**config.mk**
```make
export PLATFORM = sky130hd
export DESIGN_NAME = aes_inv_controller
export DESIGN_NICKNAME = d
export VERILOG_FILES = /design/src/rtl/aes_inv_controller.sv
export SDC_FILE = /design/constraint.sdc
export NUM_CORES = 1
export LEC_CHECK = 0
export ABC_AREA = 1
export BUFFER_PORTS_ARGS = -buffer_cell sky130_fd_sc_hd__buf_2
export CORE_MARGIN = 1.5
export CORE_UTILIZATION = 51
export CTS_CLUSTER_DIAMETER = 40
export DETAILED_ROUTE_END_ITERATION = 10
export GPL_ROUTABILITY_DRIVEN = 0
export PLACE_DENSITY = 0.82
export SETUP_SLACK_MARGIN = 0.3
export SKIP_LAST_GASP = 1
export SYNTH_ARGS = -nofsm -noshare
export SYNTH_HDL_FRONTEND = slang
export SYNTH_SLANG_ARGS = --single-unit
```
**constraint.sdc**
```tcl
create_clock -name clk -period 1.35 [get_ports clk]
set_input_delay 0.3375 -clock clk [delete_from_list [all_inputs] [get_ports clk]]
set_output_delay 0.3375 -clock clk [all_outputs]
set_load 0.01 [all_outputs]
```
**src/rtl/aes_inv_controller.sv**
```systemverilog
`default_nettype none
// +--------------------------------------------------------------------+
// | aes_inv_controller: forward key expansion, then InvRounds NR-1..0  |
// | Rev 1.0                                                            |
// +--------------------------------------------------------------------+
module aes_inv_controller #(
  parameter int NR = 10
) (
  input  logic       clk,
  input  logic       rst_n,
  input  logic       in_valid,
  output logic       in_ready,
  input  logic       new_key,
  output logic       key_load,
  output logic       key_wr_en,
  output logic [3:0] key_idx,
  output logic       state_load,
  output logic       state_en,
  output logic [3:0] round,
  output logic       final_round,
  output logic       out_valid,
  input  logic       out_ready,
  output logic       busy
);

  localparam logic [3:0] c_nr    = 4'(NR);
  localparam logic [3:0] c_nr_m1 = 4'(NR - 1);

  localparam logic [2:0] c_idle  = 3'd0;
  localparam logic [2:0] c_kexp  = 3'd1;
  localparam logic [2:0] c_init  = 3'd2;
  localparam logic [2:0] c_round = 3'd3;
  localparam logic [2:0] c_done  = 3'd4;

  logic [2:0] r_state;
  logic [2:0] w_next_state;
  logic [3:0] r_round;
  logic [3:0] r_kexp_idx;
  logic       r_key_valid;
  logic       w_accept;
  logic       w_need_kexp;

  assign w_accept    = in_valid && (r_state == c_idle);
  assign w_need_kexp = new_key || !r_key_valid;
  // Only combinational input-to-output path: the key capture strobe.
  assign key_load    = w_accept && new_key;
  assign round       = r_round;

  always_ff @(posedge clk or negedge rst_n) begin
    if (!rst_n) begin
      r_state <= c_idle;
    end else begin
      r_state <= w_next_state;
    end
  end

  always_comb begin
    w_next_state = r_state;
    case (r_state)
      c_idle:  if (w_accept) w_next_state = w_need_kexp ? c_kexp : c_init;
      c_kexp:  if (r_kexp_idx == c_nr) w_next_state = c_init;
      c_init:  w_next_state = c_round;
      c_round: if (r_round == 4'd0) w_next_state = c_done;
      c_done:  if (out_ready) w_next_state = c_idle;
      default: w_next_state = c_idle;
    endcase
  end

  // Round keys are written 1..NR; K[0] arrives via key_load.
  always_ff @(posedge clk or negedge rst_n) begin
    if (!rst_n) begin
      r_round     <= 4'd0;
      r_kexp_idx  <= 4'd0;
      r_key_valid <= 1'b0;
    end else begin
      case (r_state)
        c_idle: begin
          if (w_accept && w_need_kexp) r_kexp_idx <= 4'd1;
        end
        c_kexp: begin
          if (r_kexp_idx == c_nr) begin
            r_key_valid <= 1'b1;
            r_kexp_idx  <= 4'd0;
          end else begin
            r_kexp_idx  <= r_kexp_idx + 4'd1;
          end
        end
        c_init:  r_round <= c_nr_m1;
        c_round: if (r_round != 4'd0) r_round <= r_round - 4'd1;
        c_done:  if (out_ready) r_round <= 4'd0;
        default: ;
      endcase
    end
  end

  always_comb begin
    in_ready    = 1'b0;
    key_wr_en   = 1'b0;
    key_idx     = 4'd0;
    state_load  = 1'b0;
    state_en    = 1'b0;
    final_round = 1'b0;
    out_valid   = 1'b0;
    busy        = 1'b1;
    case (r_state)
      c_idle: begin
        in_ready = 1'b1;
        busy     = 1'b0;
      end
      c_kexp: begin
        key_wr_en = 1'b1;
        key_idx   = r_kexp_idx;
      end
      c_init: begin
        state_load = 1'b1;
        state_en   = 1'b1;
        key_idx    = c_nr;
      end
      c_round: begin
        state_en    = 1'b1;
        key_idx     = r_round;
        final_round = (r_round == 4'd0);
      end
      c_done: begin
        // State register frozen so plaintext survives back-pressure.
        out_valid = 1'b1;
      end
      default: busy = 1'b0;
    endcase
  end

endmodule
`default_nettype wire

```
==> run_results.csv, run 1 <==
group,metric,value,unit
synthesis,syn_avg_cell_area,7.11,um^2
global_route,grt_max_degree,13,
status,stop_stage,"global routing (5_1_grt)",
synthesis,ys_seq_elements,12,
synthesis,syn_area,846,um^2
synthesis,synth_area_leader_cell,"dfrtp_1",
floorplanning,io_pins,21,
clock_network,cts_root_buf,"clkbuf_4",
synthesis,synth.top_cell.area_share,35.5,%
status,outcome,"stopped before the end",
timing,grt-worst-endpoint,"key_idx[1]",
clock_network,h-tree-depth,1,
status,tool.error,"[ERROR DPL-0038] Utilization greater than 100%, impossible to legalize",
clock_network,cts_made_buffers,3,
synthesis,yosysWarnings,0,
floorplanning,dieWidth,43.7,um
synthesis,ys_seq_area_share,35.5,%
floorplanning,start_util,55.5,%
timing,worst-ep-kind,"primary output",
place,place_inst,166,
place,postPlaceCellArea,1130,um^2
floorplanning,dieHeight,43.7,um
synthesis,ys_top_cells_by_area,"dfrtp_1, nand2_1, inv_1",
clock_network,cts_buffer_depth,2,
place,port_buffers,20,
clock_network,cts.sinks,12,
place,dpl.hpwl,1.74,mm
synthesis,syn-num-nets,128,
synthesis,synth_cell_types,24,
synthesis,synthCells,119,
floorplanning,placementRows,14,
## cells in the mapped netlist
cell type  number
nand2_1        32
inv_1          19
dfrtp_1        12
nor2_1         12
nand3_1         8
ha_1            4
nand2_2         4
nand3_2         3
o21ai_1         3
a21oi_1         2
inv_2           2
nor2_2          2
o21ai_0         2
o221ai_1        2
o22ai_1         2
xor2_1          2
a31oi_1         1
buf_4           1
nand3b_1        1
nand4_1         1
nor2_4          1
nor4_1          1
o21bai_1        1
xnor2_1         1
## timing repair
item                                    in CTS
endpoints found under the hold margin       12
gates resized for setup                     39
pin swaps                                    5
setup buffers                               19
endpoints found under the setup margin      28
hold buffers                                 1
## kinds of logic after synthesis
family / share of synthesized area (%)
buffers and inverters: 10.2
adders and majority gates: 5.92
DFF: 35.5
xor gates and xnor gates: 3.11
AOI/OAI and AO/OA: 9.32
and+or+nand+nor: 35.9
## metrics by stage
stage                     hold WS, ps  setup slack, ps
after floorplan                  41.9             31.3
after global placement            229            -7.21
after detailed placement          232            -35.4
after CTS                         420             -315
==> run 2, diff against run 1 <==
--- a/config.mk
+++ b/config.mk
@@ -7,13 +7,11 @@
 export LEC_CHECK = 0
 export ABC_AREA = 1
 export BUFFER_PORTS_ARGS = -buffer_cell sky130_fd_sc_hd__buf_2
-export CORE_MARGIN = 1.5
-export CORE_UTILIZATION = 51
-export CTS_CLUSTER_DIAMETER = 40
+export CORE_AREA = 2 2 63 65
 export DETAILED_ROUTE_END_ITERATION = 10
+export DIE_AREA = 0 0 65 67
 export GPL_ROUTABILITY_DRIVEN = 0
-export PLACE_DENSITY = 0.82
-export SETUP_SLACK_MARGIN = 0.3
+export PLACE_DENSITY_LB_ADDON = 0.15
 export SKIP_LAST_GASP = 1
 export SYNTH_ARGS = -nofsm -noshare
 export SYNTH_HDL_FRONTEND = slang
==> run 2 against run 1 <==
The flow now finishes, with violations (negative setup slack). Synthesized cell count did not move. Synthesized area stayed put.
==> run_results.csv, run 2 <==
group,metric,value,unit
status,outcome,"finished with violations",
status,violations,"negative setup slack",
timing,final-setup-viol-count,14,
synthesis,synth_edf_count,0,
power,power.density,2550,nW/um^2
drt,vias_per_cell,4.27,
floorplanning,dieWidth,65,um
finish,layout_commonest_cell,"buf_4",
clock_network,cts_root_buf,"clkbuf_8",
critical_path,required,1010,ps
clock_network,cts_tree,"yes",
place,place_inst,207,
critical_path,critPathMaxFanout,4,
synthesis,synth_area_leader_cell,"dfrtp_1",
finish,n_fill_cell,384,
timing,period_share,120,%
synthesis,syn_avg_cell_area,7.11,um^2
power,power_switching_share,44.8,%
finish,final_nets,187,
drt,ant_nets,0,
finish,stdcell_area,1560,um^2
global_route,grt_max_degree,13,
power,p_clk_share,10.3,%
finish,mostFrequentLayoutCells,"buf_4, nand2_1, buf_2",
place,postPlaceCellArea,1160,um^2
floorplanning,dieHeight,67,um
clock_network,cts.sinks,12,
critical_path,setup.worst_path.start_class,"flip-flop",
critical_path,path_class,"flip-flop to primary output",
global_route,grt_pass1_wl,4.15,mm
timing,fin_crit,1620,ps
floorplanning,start_util,23.5,%
power,power.leakage,0.818,nW
timing,fmax,617,MHz
drt,wl,2.75,mm
timing,relSlewSlack,79.0,%
timing,fin_hold_ws,435,ps
hold_path,worst_hold_path_type,"input port to flip-flop",
timing,worst_pin_slew,315,ps
clock_network,clk_pin_slew,60,ps
power,vdd_drop_max,997,uV
synthesis,syn-num-nets,128,
synthesis,ys_seq_elements,12,
power,power_frac_seq,17.1,%
synthesis,syn_area,846,um^2
place,dpl.hpwl,1.98,mm
place,port_buffers,20,
drt,drt_pre_antenna_iters,4,
clock_network,clk_latency,240,ps
finish,syn_to_final_growth,84.6,%
synthesis,yosysMostFrequentCell,"nand2_1",
power,p_switching,1.78,mW
timing,skew,1.03,ps
power,pwr-share-comb,72.6,%
global_route,grt_antenna_before_repair,0,
clock_network,cts_made_buffers,3,
timing,hold_violations,0,
power,p_int,2.20,mW
synthesis,synth_common_cells,"nand2_1, inv_1, dfrtp_1, nor2_1, nand3_1",
floorplanning,io_pins,21,
global_route,grt_util_all_layers,12.5,%
synthesis,synthCells,119,
finish,final_cells,225,
clock_network,cts_buffer_depth,2,
finish,regArea,303,um^2
clock_network,h-tree-depth,1,
critical_path,cp.arrival,1280,ps
drt,first_iter_violations,23,
floorplanning,die_area,4360,um^2
global_route,first_global_vias,904,
finish,multi_input_area,649,um^2
synthesis,synth_ff_type,"dfrtp_1",
synthesis,yosysWarnings,0,
timing,setup_ws,-270,ps
drt,route.detailed.drc,0,
timing,rsz0062_at_grt,"yes",
global_route,grt_overflow,0,
flow_run,max_cap_violations,0,
floorplanning,placementRows,22,
synthesis,synth_cell_types,24,
finish,antenna_cells,0,
critical_path,endpoint_kind,"primary output",
synthesis,ys_top_cells_by_area,"dfrtp_1, nand2_1, inv_1",
synthesis,ys_seq_area_share,35.5,%
synthesis,synth.top_cell.area_share,35.5,%
finish,drive_gt1_share,57.6,%
drt,vias,960,
floorplanning,core_area,3610,um^2
timing,maxSlewViolCount,0,
drt,wl_per_cell,12.2,um
synthesis,async_flop_share,100,%
run 2: critical path, stage by stage (launching register included):
cell and delay (ps):
dfrtp_2 450, buf_6 150, nor4_4 270, buf_2 170
run 2: worst paths after layout:
path                              from            end  slack [ps]  depth (start not counted)
max in group asynchronous        rst_n     r_state[0]         580                          2
min                           in_valid  r_kexp_idx[1]         440                          4
min reg2reg                r_key_valid    r_key_valid         480                          1
min in group asynchronous        rst_n       round[3]         510                          2
max reg2reg                 r_state[0]  r_kexp_idx[0]         -10                          9
max                         r_state[2]       key_load        -270                          3
run 2: cell type report:
type                    count  share of cell area (%)
repair buffers             55                    26.4
inverters                  21                    5.21
multi-input cells          85                    41.6
well taps                  48                    3.85
clock buffers               4                    3.53
flip-flops and latches     12                    19.4
run 2: power by group through the flow:
stage | Sequential [mW] | Combinational (mW) | Clock (mW)
4_1_cts | 0.648 | 2.37 | 0.419
3_5_place_dp | 0.644 | 2.02 | 0
3_3_place_gp | 0.641 | 2.01 | 0
5_1_grt | 0.700 | 3.17 | 0.429
6_report | 0.680 | 2.89 | 0.411
2_1_floorplan | 0.686 | 1.11 | 0
run 2: through the flow:
stage / setup TNS (ps) / total power [mW] / worst slack, ps / util [%]
final: -2480 / 3.98 / -270 / 43.3
after global routing: -3680 / 4.30 / -324 / 43.3
after CTS: -2750 / 3.44 / -271 / 37.5
after detailed placement: -150 / 2.67 / -73.0 / 32.1
after global placement: -118 / 2.65 / -60.2 / 32.1
after floorplan: -29.1 / 1.79 / -14.6 / -
run 2: logic make-up (layout without fill, tap and decap cells):
kind of cell,Yosys count,after routing,synth area share (%)
flops,12,12,35.5
buf+inv,22,80,10.2
xor+xnor,3,3,3.11
fa+ha+maj,4,4,5.92
simple gates,65,65,35.9
compound gates,13,13,9.32
run 2: metal layers:
| metal | wire length [um] | track usage, % | vias to the layer above | part of all wire [%] |
|---|---|---|---|---|
| met4 | 12 | 1.60 | 0 | 0.44 |
| met5 | 0 | 0 | - | 0 |
| li1 | - | - | 493 | - |
| met1 | 1250 | 16.0 | 449 | 45 |
| met2 | 1380 | 21.3 | 16 | 50 |
| met3 | 114 | 3.89 | 2 | 4.1 |
run 2: what timing repair did:
item,in CTS,in global routing
gates resized for setup,18,38
buffers inserted,8,6
pin swaps,7,15
setup endpoints to repair,15,22
hold endpoints to repair,12,0
hold buffers,1,0
cloned,0,0
Note: power is estimated with default switching activity, not from simulation.
==> run 3, diff against run 2 <==
--- a/config.mk
+++ b/config.mk
@@ -6,7 +6,7 @@
 export NUM_CORES = 1
 export LEC_CHECK = 0
 export ABC_AREA = 1
-export BUFFER_PORTS_ARGS = -buffer_cell sky130_fd_sc_hd__buf_2
+export BUFFER_PORTS_ARGS = -buffer_cell sky130_fd_sc_hd__buf_4
 export CORE_AREA = 2 2 63 65
 export DETAILED_ROUTE_END_ITERATION = 10
 export DIE_AREA = 0 0 65 67
==> run 3 against run 2 <==
The run still ends with negative setup slack left. Non-clock buffer count is 1 higher. Cell count stayed put. Core utilization is 0.14 points lower. Register-to-register slack worse by 60 ps. Clock skew is 1.9 ps higher. Critical endpoint is now busy. Power hardly changed. Clock-buffer cell count is 1 lower. Maximum frequency is 1.9% higher. Wire length is 0.25% lower. Largest power group unchanged. Critical path depth is 2 higher. Worst hold slack better by 2.5 ps.
==> run_results.csv, run 3 (same netlist as run 2, synthesis figures left out) <==
group,metric,value,unit
clock_network,cts_root_buf,"clkbuf_8",
clock_network,clk_pin_slew,50,ps
timing,fin_crit,1590,ps
drt,drt_pre_antenna_iters,4,
drt,vias_per_cell,4.27,
clock_network,h-tree-depth,1,
finish,mostFrequentLayoutCells,"buf_4, nand2_1, inv_1",
power,vdd_drop_max,1050,uV
status,violations,"negative setup slack",
finish,multi_input_area,612,um^2
critical_path,setup.worst_path.start_class,"flip-flop",
power,power.density,2560,nW/um^2
critical_path,endpoint_kind,"primary output",
drt,wl_per_cell,12.2,um
finish,antenna_cells,0,
global_route,grt_antenna_before_repair,0,
floorplanning,die_area,4360,um^2
timing,worst_pin_slew,321,ps
global_route,grt_util_all_layers,14.1,%
floorplanning,core_area,3610,um^2
place,dp_slack,-57.7,ps
clock_network,cts_buffer_depth,2,
clock_network,clk_latency,240,ps
timing,setup_ws,-240,ps
drt,route.detailed.drc,0,
finish,layout_commonest_cell,"buf_4",
drt,first_iter_violations,17,
power,power.leakage,0.816,nW
place,postPlaceCellArea,1190,um^2
timing,rsz0062_at_grt,"yes",
timing,maxSlewViolCount,0,
global_route,grt_max_degree,13,
global_route,grt_overflow,0,
timing,period_share,118,%
finish,stdcell_area,1560,um^2
hold_path,worst_hold_path_type,"input port to flip-flop",
status,outcome,"finished with violations",
timing,final-setup-viol-count,20,
drt,vias,960,
floorplanning,dieHeight,67,um
global_route,grt_pass1_wl,4.53,mm
clock_network,cts.sinks,12,
timing,fin_tns_setup,-2600,ps
place,port_buffers,20,
floorplanning,io_pins,21,
timing,fmax,629,MHz
floorplanning,dieWidth,65,um
critical_path,critPathMaxFanout,6,
place,place_inst,205,
clock_network,cts_made_buffers,3,
floorplanning,start_util,23.5,%
global_route,first_global_vias,1022,
flow_run,max_cap_violations,0,
critical_path,path_class,"flip-flop to primary output",
critical_path,cp.arrival,1250,ps
drt,ant_nets,0,
finish,regArea,303,um^2
finish,drive_gt1_share,55.9,%
timing,skew,2.94,ps
timing,relSlewSlack,78.5,%
place,dpl.hpwl,1.93,mm
drt,wl,2.75,mm
finish,syn_to_final_growth,84.0,%
power,power,3.98,mW
timing,hold_violations,0,
finish,final_nets,188,
critical_path,required,1010,ps
floorplanning,placementRows,22,
finish,final_cells,225,
finish,n_fill_cell,355,
clock_network,cts_tree,"yes",
==> run 3: cell types whose count changed in the layout (fill, tap and decap cells not counted), sizes merged <==
cell,previous run,this run
buf,54,55
clkbuf,4,3
==> run 3: final cells by class <==
class	count	area share, %
timing repair buffer	56	29.3
sequential	12	19.5
clock buffer	3	2.65
tap	48	3.86
inverter	21	5.39
multi-input combinational	85	39.3
==> run 3: per-stage QoR <==
stage | util, % | hold WS (ps)
floorplan | - | 41.9
global placement | 33.0 | 197
detailed placement | 33.0 | 196
CTS | 40.8 | 437
global route | 43.2 | 460
finish | 43.2 | 438
==> run 3: final timing paths <==
path | from | to | slack, ps | cells past startpoint
max | r_state[1] | busy | -240 | 5
min | in_valid | r_kexp_idx[1] | 440 | 4
max reg2reg | r_state[1] | r_state[1] | -70 | 7
min reg2reg | r_key_valid | r_key_valid | 530 | 1
max in group asynchronous | rst_n | r_state[1] | 690 | 2
min in group asynchronous | rst_n | round[3] | 480 | 2
==> run 3: critical path, cell delays in order, from the launching register on <==
cell	delay [ps]
dfrtp_2	470
buf_6	140
nor2_4	110
nand2_4	90
nand3_2	100
buf_6	100
==> run 3: report_power, final <==
part           switching (mW)  leakage (nW)  internal (mW)  total (mW)
logic                    1.44         0.646           1.51        2.95
registers               0.172         0.148          0.517       0.689
clock network           0.142        0.0216          0.197       0.339
==> run 3: layer usage <==
| layer | global-route usage, % | up-vias | share of wire, % |
|---|---|---|---|
| met5 | 0 | - | 0 |
| met4 | 4.52 | 0 | 0.69 |
| met3 | 3.89 | 2 | 5.0 |
| met2 | 26.2 | 31 | 52 |
| met1 | 15.3 | 435 | 42 |
| li1 | - | 492 | - |
==> run 3: repair_timing <==
action,4_1_cts,5_1_grt
endpoints found under the hold margin,12,0
pin swaps,7,4
hold buffers,1,0
resized for setup,37,15
buffers inserted,13,4
setup endpoints to repair,15,22
==> run 4, diff against run 3 <==
--- a/config.mk
+++ b/config.mk
@@ -12,6 +12,7 @@
 export DIE_AREA = 0 0 65 67
 export GPL_ROUTABILITY_DRIVEN = 0
 export PLACE_DENSITY_LB_ADDON = 0.15
+export RECOVER_POWER = 50
 export SKIP_LAST_GASP = 1
 export SYNTH_ARGS = -nofsm -noshare
 export SYNTH_HDL_FRONTEND = slang
==> run 4 against run 3 <==
Power about the same. Largest power group unchanged. Maximum frequency unchanged. Clock power hardly changed. Highest routed layer unchanged. Clock skew unchanged. Cell count unchanged. Register-to-register slack is essentially flat. Worst hold slack unchanged. Sequential share of layout area is essentially flat. Flip-flop and latch count did not move. Die area did not move. Wire length about the same. The run still ends with negative setup slack left. First-iteration DRC count unchanged.
==> run_results.csv, run 4 (same netlist as run 2, synthesis figures left out) <==
group,metric,value,unit
global_route,busiest_layer,"met2",
critical_path,crit_family,"flip-flops",
timing,final-setup-viol-count,20,
clock_network,cts_buffer_depth,2,
timing,fmax,629,MHz
critical_path,crit_path_max_incr_delay,470,ps
timing,hold_violations,0,
finish,final_cells,225,
timing,setup_ws,-240,ps
power,power.density,2560,nW/um^2
power,power_frac_seq,17.3,%
place,port_buffers,20,
finish,syn_to_final_growth,83.6,%
finish,mostFrequentLayoutCells,"buf_4, nand2_1, inv_1",
critical_path,path_class,"flip-flop to primary output",
global_route,grt_antenna_before_repair,0,
power,p_clk_share,8.5,%
finish,n_fill_cell,355,
critical_path,required,1010,ps
global_route,grt_pass1_wl,4.53,mm
finish,drive_gt1_share,55.4,%
critical_path,endpoint_kind,"primary output",
drt,drt_pre_antenna_iters,4,
place,place_inst,205,
critical_path,critPathMaxFanout,6,
critical_path,setup.worst_path.start_class,"flip-flop",
hold_path,worst_hold_path_type,"input port to flip-flop",
global_route,first_global_vias,1022,
global_route,grt_max_degree,13,
timing,maxSlewViolCount,0,
timing,fin_crit,1590,ps
floorplanning,die_area,4360,um^2
clock_network,h-tree-depth,1,
floorplanning,start_util,23.5,%
timing,period_share,118,%
timing,skew,2.94,ps
power,power_switching_share,44.1,%
clock_network,cts.sinks,12,
finish,regArea,303,um^2
clock_network,clk_pin_slew,50,ps
drt,wl_per_cell,12.2,um
status,violations,"negative setup slack",
finish,antenna_cells,0,
timing,relSlewSlack,50.5,%
global_route,met3_usage,3.89,%
power,vdd_drop_max,1050,uV
floorplanning,core_area,3610,um^2
global_route,grt_util_all_layers,14.1,%
power,pwr-share-comb,74.2,%
clock_network,cts_tree,"yes",
flow_run,max_cap_violations,0,
critical_path,path_cells,"buf_6 > nor2_4 > nand2_4 > nand3_2 > buf_6",
power,p_int,2.22,mW
global_route,grt_util_met1,15.3,%
finish,final_nets,188,
finish,fin_util,43.1,%
global_route,grtUsageMet2,26.2,%
power,power,3.98,mW
finish,layout_commonest_cell,"buf_4",
global_route,grt_overflow,0,
timing,rsz0062_at_grt,"yes",
finish,multi_input_area,612,um^2
floorplanning,io_pins,21,
clock_network,cts_made_buffers,3,
drt,first_iter_violations,17,
power,p_switching,1.76,mW
drt,vias,960,
timing,worst_pin_slew,743,ps
drt,ant_nets,0,
clock_network,clk_latency,240,ps
clock_network,cts_root_buf,"clkbuf_8",
critical_path,crit_buf_inv,2,
power,power.leakage,0.813,nW
critical_path,critPathMostFrequentCell,"buf_6",
floorplanning,placementRows,22,
drt,route.detailed.drc,0,
floorplanning,dieWidth,65,um
drt,vias_per_cell,4.27,
drt,wl,2.74,mm
critical_path,cp.arrival,1250,ps
place,dpl.hpwl,1.93,mm
floorplanning,dieHeight,67,um
critical_path,worst_path_max_delay_cell,"dfrtp_2",
status,outcome,"finished with violations",
-- run 4: changes by cell type in the layout (fill, tap and decap cells not counted) --
| cell | before | now |
|---|---|---|
| clkbuf_1 | 0 | 1 |
| buf_4 | 46 | 45 |
-- run 4: what timing repair did --
item	CTS	global route
endpoints found under the setup margin	15	22
gates resized for setup	37	15
gates cloned	0	0
hold buffers	1	0
hold endpoints to repair	12	0
pin swaps	7	4
setup buffers	13	4
-- run 4: path summary, 6_finish.rpt --
kind,start,to,slack [ps],cells past startpoint
min in group asynchronous,rst_n,round[3],670,2
worst max-delay path,r_state[1],busy,-240,5
worst min register to register,r_key_valid,r_key_valid,530,1
max in group asynchronous,rst_n,r_state[1],160,2
worst max register to register,r_state[1],r_state[1],-70,7
worst min-delay path,in_valid,r_kexp_idx[1],440,4
-- run 4: power groups by stage --
stage | sequential, mW | combinational, mW | clock, mW
global route | 0.711 | 3.22 | 0.371
floorplan | 0.686 | 1.11 | 0
CTS | 0.679 | 2.69 | 0.352
detailed placement | 0.652 | 2.09 | 0
global placement | 0.647 | 2.08 | 0
finish | 0.689 | 2.95 | 0.339
-- run 4: layer usage --
| metal | wire length (um) | part of all wire, % |
|---|---|---|
| met1 | 1170 | 42 |
| met4 | 19 | 0.69 |
| met2 | 1420 | 52 |
| met3 | 138 | 5.0 |
| met5 | 0 | 0 |
-- run 4: tightest hold or removal path, stage by stage --
cell     delay [ps]
buf_4            90
nand3_2          90
nand3_2          80
o21ai_2          40
-- run 4: cell type report --
| class | instances | area share [%] |
|---|---|---|
| sequential | 12 | 19.5 |
| clock buffer | 3 | 2.66 |
| tap | 48 | 3.87 |
| timing repair buffer | 56 | 29.2 |
| multi-input combinational | 85 | 39.4 |
| inverter | 21 | 5.40 |
-- run 4: per-stage QoR --
stage | cell area [um^2] | worst slack, ps | TNS (ps) | hold slack (ps)
final | 1550 | -240 | -2600 | 438
after global routing | 1550 | -310 | -4300 | 460
after CTS | 1470 | -236 | -2510 | 437
after global placement | 1190 | -28.7 | -98.3 | 197
after detailed placement | 1190 | -57.7 | -163 | 196
after floorplan | 846 | -14.6 | -29.1 | 41.9
